===== src/rtl/req_join_hs.sv =====
// rtl/req_join_hs.sv - N-way 4-phase request join with enable mask, stall timeout and join counter
module req_join_hs #(
    parameter int REQ_N   = 3,
    parameter int TIMEOUT = 0,
    parameter int TO_W    = 16,
    parameter int CNT_W   = 8
) (
    input  logic             clk,
    input  logic             rst,
    input  logic [REQ_N-1:0] reqs,
    input  logic [REQ_N-1:0] mask,
    output logic [REQ_N-1:0] acks,
    output logic             fin,
    input  logic             fin_ack,
    output logic             timeout,
    output logic [CNT_W-1:0] join_count
);

    typedef enum logic [1:0] {S_COLLECT, S_FIRE, S_ACK} state_t;

    localparam logic [TO_W-1:0] TO_LIM = TO_W'(TIMEOUT);

    state_t             state_q, state_d;
    logic [REQ_N-1:0]   captured_q, captured_d;
    logic [REQ_N-1:0]   mask_q, mask_d;
    logic [REQ_N-1:0]   acks_q, acks_d;
    logic               fin_q, fin_d;
    logic               timeout_q, timeout_d;
    logic [TO_W-1:0]    to_cnt_q, to_cnt_d;
    logic [CNT_W-1:0]   join_count_q, join_count_d;
    logic [REQ_N-1:0]   cap_next;
    logic               done_next;

    always_comb begin
        state_d      = state_q;
        captured_d   = captured_q;
        mask_d       = mask_q;
        acks_d       = acks_q;
        fin_d        = fin_q;
        timeout_d    = timeout_q;
        to_cnt_d     = to_cnt_q;
        join_count_d = join_count_q;
        cap_next     = captured_q | (reqs & mask);
        done_next    = (&(cap_next | ~mask)) && (|mask);

        case (state_q)
            S_COLLECT: begin
                captured_d = cap_next;
                if (done_next) begin
                    mask_d    = mask;
                    fin_d     = 1'b1;
                    timeout_d = 1'b0;
                    to_cnt_d  = '0;
                    state_d   = S_FIRE;
                end else if ((|captured_q) && (TIMEOUT != 0)) begin
                    // Counter saturates at the limit; the flag then holds until the join fires.
                    if (to_cnt_q < TO_LIM)
                        to_cnt_d = to_cnt_q + 1'b1;
                    if (to_cnt_d >= TO_LIM)
                        timeout_d = 1'b1;
                end
            end
            S_FIRE: begin
                if (fin_ack) begin
                    fin_d   = 1'b0;
                    acks_d  = mask_q;
                    state_d = S_ACK;
                end
            end
            S_ACK: begin
                if (((reqs & mask_q) == '0) && !fin_ack) begin
                    acks_d       = '0;
                    captured_d   = '0;
                    join_count_d = join_count_q + 1'b1;
                    state_d      = S_COLLECT;
                end
            end
            default: state_d = S_COLLECT;
        endcase
    end

    always_ff @(posedge clk or posedge rst) begin
        if (rst) begin
            state_q      <= S_COLLECT;
            captured_q   <= '0;
            mask_q       <= '0;
            acks_q       <= '0;
            fin_q        <= 1'b0;
            timeout_q    <= 1'b0;
            to_cnt_q     <= '0;
            join_count_q <= '0;
        end else begin
            state_q      <= state_d;
            captured_q   <= captured_d;
            mask_q       <= mask_d;
            acks_q       <= acks_d;
            fin_q        <= fin_d;
            timeout_q    <= timeout_d;
            to_cnt_q     <= to_cnt_d;
            join_count_q <= join_count_d;
        end
    end

    assign acks       = acks_q;
    assign fin        = fin_q;
    assign timeout    = timeout_q;
    assign join_count = join_count_q;

endmodule


===== config.mk =====
export PLATFORM = sky130hd
export DESIGN_NAME = req_join_hs
export DESIGN_NICKNAME = d
export VERILOG_FILES = /design/src/rtl/req_join_hs.sv
export SDC_FILE = /design/constraint.sdc
export NUM_CORES = 1
export LEC_CHECK = 0
export ABC_AREA = 1
export BUFFER_PORTS_ARGS = -buffer_cell sky130_fd_sc_hd__buf_2
export CELL_PAD_IN_SITES_DETAIL_PLACEMENT = 1
export CELL_PAD_IN_SITES_GLOBAL_PLACEMENT = 2
export CORE_ASPECT_RATIO = 1.5
export CORE_MARGIN = 5
export CORE_UTILIZATION = 30
export CTS_CLUSTER_DIAMETER = 200
export DETAILED_ROUTE_END_ITERATION = 16
export GPL_TIMING_DRIVEN = 0
export PLACE_DENSITY = 0.84
export SLEW_MARGIN = 20
export SYNTH_ARGS = -nofsm -noshare
export SYNTH_HDL_FRONTEND = slang
export SYNTH_SLANG_ARGS = --single-unit

===== constraint.sdc =====
create_clock -name clk -period 1.4 [get_ports clk]
set_input_delay 0 -clock clk [delete_from_list [all_inputs] [get_ports clk]]
set_output_delay 0 -clock clk [all_outputs]
set_load 0.005 [all_outputs]

== After elaboration in Yosys (flattened, before gate mapping) ==
Index checks and enable logic that the tools add are counted.
Storage, ports and cells
  bits in read-only memories: 0
  word-level logic and storage cells: 44
  memory bits (writable): 0
  output and inout port bits: 13
  bits in registers: 20
  bits in latches: 0
  memories kept: 0
  bits of input ports: 9
Operators by class
  divide/modulo/power cells: 0
  bitwise logic cells: 5
  multipliers: 0
  add/sub/neg operators: 1
  eq/ne operators: 5
  multiplexer cells: 11
  shift operators: 0
  reductions and logical operators: 16
  $lt $le $gt $ge: 0
Operators with widths (number)
  $pmux W3 S2: 2
  $reduce_and A3 Y1: 4
  $add A8 B1 Y8 const B: 1
  $and A3 B3 Y3: 2
  $mux W2: 3
  $mux W3: 2
  $ne A2 B2 Y1 const B: 3
  $or A3 B3 Y3: 2
  $pmux W2 S3: 1
  $reduce_and A2 Y1: 3
  $reduce_bool A2 Y1: 3
  $logic_not A3 Y1: 1
  $not A3 Y3: 1
  $reduce_or A3 Y1: 1
  $eq A2 B1 Y1 const B: 1
  $eq A2 B2 Y1 const B: 1
  $logic_and A1 B1 Y1: 2
  $logic_not A2 Y1: 1
  $mux W1: 2
  $pmux W1 S2: 1
  $logic_not A1 Y1: 1

== Depth between registers and ports, before layout ==
  depth in word-level cells: 7
  depth in mapped cells: 7
  gate-level depth less buffers: 7

== Worst setup path after synthesis ==
Ideal clock, no wire load.
  path type: flip-flop to flip-flop
  start point: reg join_count_q[0] (netlist: join_count[0])
  end point: reg join_count_q[4] (netlist: join_count[4])
  data required time: 1.267 ns
  path slack: 0.262 ns
  setup time: 0.133 ns
  buffers on the path: 0
  data arrival time: 1.004 ns
  stages on the path, launching flop included: 6
  period minus slack after synthesis: 1.138 ns
  cells stage by stage: dfrtp_1 ha_1 nand3_1 xor2_1 nand2_1 o21ai_0
Between the ends
  cells in the longest elaborated chain, start to end: 1
RTL lines
  start, declared: line 30  | logic [CNT_W-1:0] join_count_q, join_count_d;
  start signal, assigned: line 100  | join_count_q <= join_count_d;
  $add A8 B1 Y8: line 74  | join_count_d = join_count_q + 1'b1;
Every way passes these cells.
A chain may end at the register's enable or synchronous reset.

== Final worst setup path ==
Ends and elaborated chain as after synthesis.

==> flow_summary.json <==
{
  "status": "completed",
  "routed-wl-met2_microns": 1352,
  "die-area_sq_um": 4797,
  "synth_edf_count": 0,
  "gr-total-overflow": 0,
  "min_period_over_period_pct": 92.63,
  "dr.pass1.iters": 2,
  "leakage_nw": 0.6885,
  "die_w_microns": 58.24,
  "fp.coreArea_sq_um": 3383,
  "topRoutingLayerUsed": "met4",
  "grt_start_max_net_pins": 21,
  "drt_iter0_drc": 26,
  "min_path_type": "in -> reg",
  "cts_setup_buffers": 0,
  "cts_buffer_depth": 2,
  "num_rows": 26,
  "peakVddDrop_v": 0.0008935,
  "nFillCells": 429,
  "ys_async_sr_fraction_pct": 100.0,
  "clk_pin_slew_worst_paths_ns": 0.08,
  "die_h_microns": 82.36,
  "ys_seq_area_share_pct": 47.79,
  "synth_fp_nets": 146,
  "min_period_ns": 1.297,
  "clk_latency_ns": 0.25,
  "maxCapViolCount": 0,
  "startpoint_type": "flop",
  "start_util_pct": 30.95,
  "yosysWarnings": 0,
  "nets": 172,
  "required_ns": 1.53,
  "grt_use_total_pct": 11.59,
  "grt_pass1_wl_microns": 4353,
  "fin_cells": 203,
  "tns_ns": 0,
  "finalHoldViolCount": 0,
  "vias": 958,
  "cts_buffers": 3,
  "yosys_most_used_dff": "dfrtp_1",
  "setup_violations": 0,
  "place.gp.congestion": 0.7690,
  "drc": 0,
  "clock-skew-final_ns": 0.003817,
  "ant_nets": 0,
  "cts_root_buf": "clkbuf_8",
  "clock.fmax_mhz": 771.1,
  "syn_avg_cell_area_sq_um": 7.700,
  "worstPathMaxFanout": 6,
  "crit_path_end_kind": "flop",
  "area_delta_synth_final_pct": 22.58,
  "antenna_found_initial": 0,
  "grt_pass1_vias": 998,
  "drive_gt1_share_pct": 20.50,
  "via_per_inst": 4.719,
  "h-tree-depth": 1,
  "tritoncts": "yes",
  "io_pins": 22,
  "route.met3.wl_microns": 134,
  "crit_type": "reg -> reg",
  "drv_slew": 0,
  "wirelength_microns": 2494,
  "worst_slew_pin_slew_ns": 0.7651,
  "synth_cells": 136,
  "ys_seq_elements": 20,
  "portBuffers": 20,
  "clock-sinks": 20,
  "slew_headroom_pct": 48.94,
  "rsz0062_at_grt": "false",
  "antenna_cells": 0,
  "powerDensity_nw_per_um2": 1895,
  "wl_per_cell_microns": 12.29,
  "dp.cells": 198,
  "crit_arrival_ns": 1.42,
  "netlist_area_sq_um": 1047,
  "place_hpwl_microns": 2040,
  "wl_met1_microns": 990,
  "yosysUniqueCellTypes": 22
}
per-layer routing:
| metal | vias up | track usage, % |
|---|---|---|
| met5 | - | 0 |
| met1 | 466 | 11.96 |
| li1 | 473 | - |
| met4 | 0 | 2.784 |
| met2 | 17 | 23.53 |
| met3 | 2 | 2.022 |
sequential cells by signal (all words and copies together) (netlist names):
name,flops
acks,3
captured_q,3
fin,1
join_count,8
mask_q,3
state_q,2
final timing paths:
path / slack (ns) / depth (start not counted) / startpoint / end
max reg2reg: 0.10 / 5 / join_count[0] / join_count[4]
max: 0.10 / 5 / join_count[0] / join_count[4]
min: 0.03 / 3 / mask[0] / mask_q[0]
max in group asynchronous: 0.50 / 3 / rst / join_count[0]
min in group asynchronous: 0.42 / 3 / rst / join_count[2]
min reg2reg: 0.49 / 2 / fin / fin
cells in the mapped netlist, types with 2 or more instances:
library cell  number  area share [%]
o21ai_0            5             2.4
inv_1             12             4.3
nand3b_1           3             2.2
nand2_1           59              21
nand3_1           10             4.8
nor2_1             7             2.5
dfrtp_1           20              48
xor2_1             2             1.7
xnor2_1            2             1.7
nand2_2            2             1.2
nand4_1            3             1.8
cells in the final DEF, fill, tap and decap left out, drive strengths merged:
master       netlist  final
conb               1      1
dlygate4sd3        0      1
dfrtp             20     20
nor3               2      2
nor2               8      8
nand4              3      3
xor2               2      2
nand3             10     10
bufinv             0      1
inv               13     13
clkbuf             0      3
buf                2     22
nand3b             3      3
o21ai              7      7
a21oi              1      1
nand2             61     61
xnor2              2      2
ha                 1      1
power by group:
| part | switching, W | total [W] | internal [W] |
|---|---|---|---|
| clock network | 0.000188 | 0.000569 | 0.000381 |
| registers | 0.000225 | 0.00102 | 0.000794 |
| logic | 0.000504 | 0.000845 | 0.000341 |
final cells by class:
cell class	instances	area, sq um	area share (%)
plain buffers	2	18.77	1.462
clock buffers	3	41.29	3.216
clock inverters	1	30.03	2.339
inverters	13	48.80	3.801
multi-input cells	101	481.7	37.52
flip-flops and latches	20	500.5	38.99
well taps	42	52.55	4.094
repair buffers	21	110.1	8.577
logic make-up after synthesis:
group | Yosys count | synth area share, %
XOR/XNOR | 4 | 3.346
flip-flops | 20 | 47.79
other | 1 | 0.3581
buffers and inverters | 15 | 6.451
AO/OA/AOI/OAI | 8 | 4.180
AND/OR/NAND/NOR | 87 | 36.68
adder cells (fa/ha/maj) | 1 | 1.195
worst max-delay path, cell delays in order, from the launching register on:
cell and delay (ns):
dfrtp_1 0.46, ha_1 0.29, nand3_1 0.12, xor2_1 0.15, nand2_1 0.07, o21ai_0 0.08
what timing repair did:
| action | CTS | global route |
|---|---|---|
| hold buffers | 1 | 0 |
| endpoints found under the hold margin | 20 | 0 |
| setup endpoints to repair | 0 | 3 |
| resized for setup | 0 | 1 |
through the flow:
stage | instance area, sq um | utilization, % | power, W | setup WS (ns) | hold WS, ns
2_1_floorplan | 1047 | - | 0.001575 | 0.2624 | -0.03617
3_3_place_gp | 1200 | 35.47 | 0.001839 | 0.1207 | 0.1773
3_5_place_dp | 1200 | 35.47 | 0.001894 | 0.06892 | 0.1848
4_1_cts | 1281 | 37.87 | 0.002481 | 0.05642 | 0.03022
5_1_grt | 1284 | 37.94 | 0.002636 | 0.002129 | 0.02677
6_report | 1284 | 37.94 | 0.002433 | 0.1032 | 0.02678
Power figures use the tool's default switching activity.
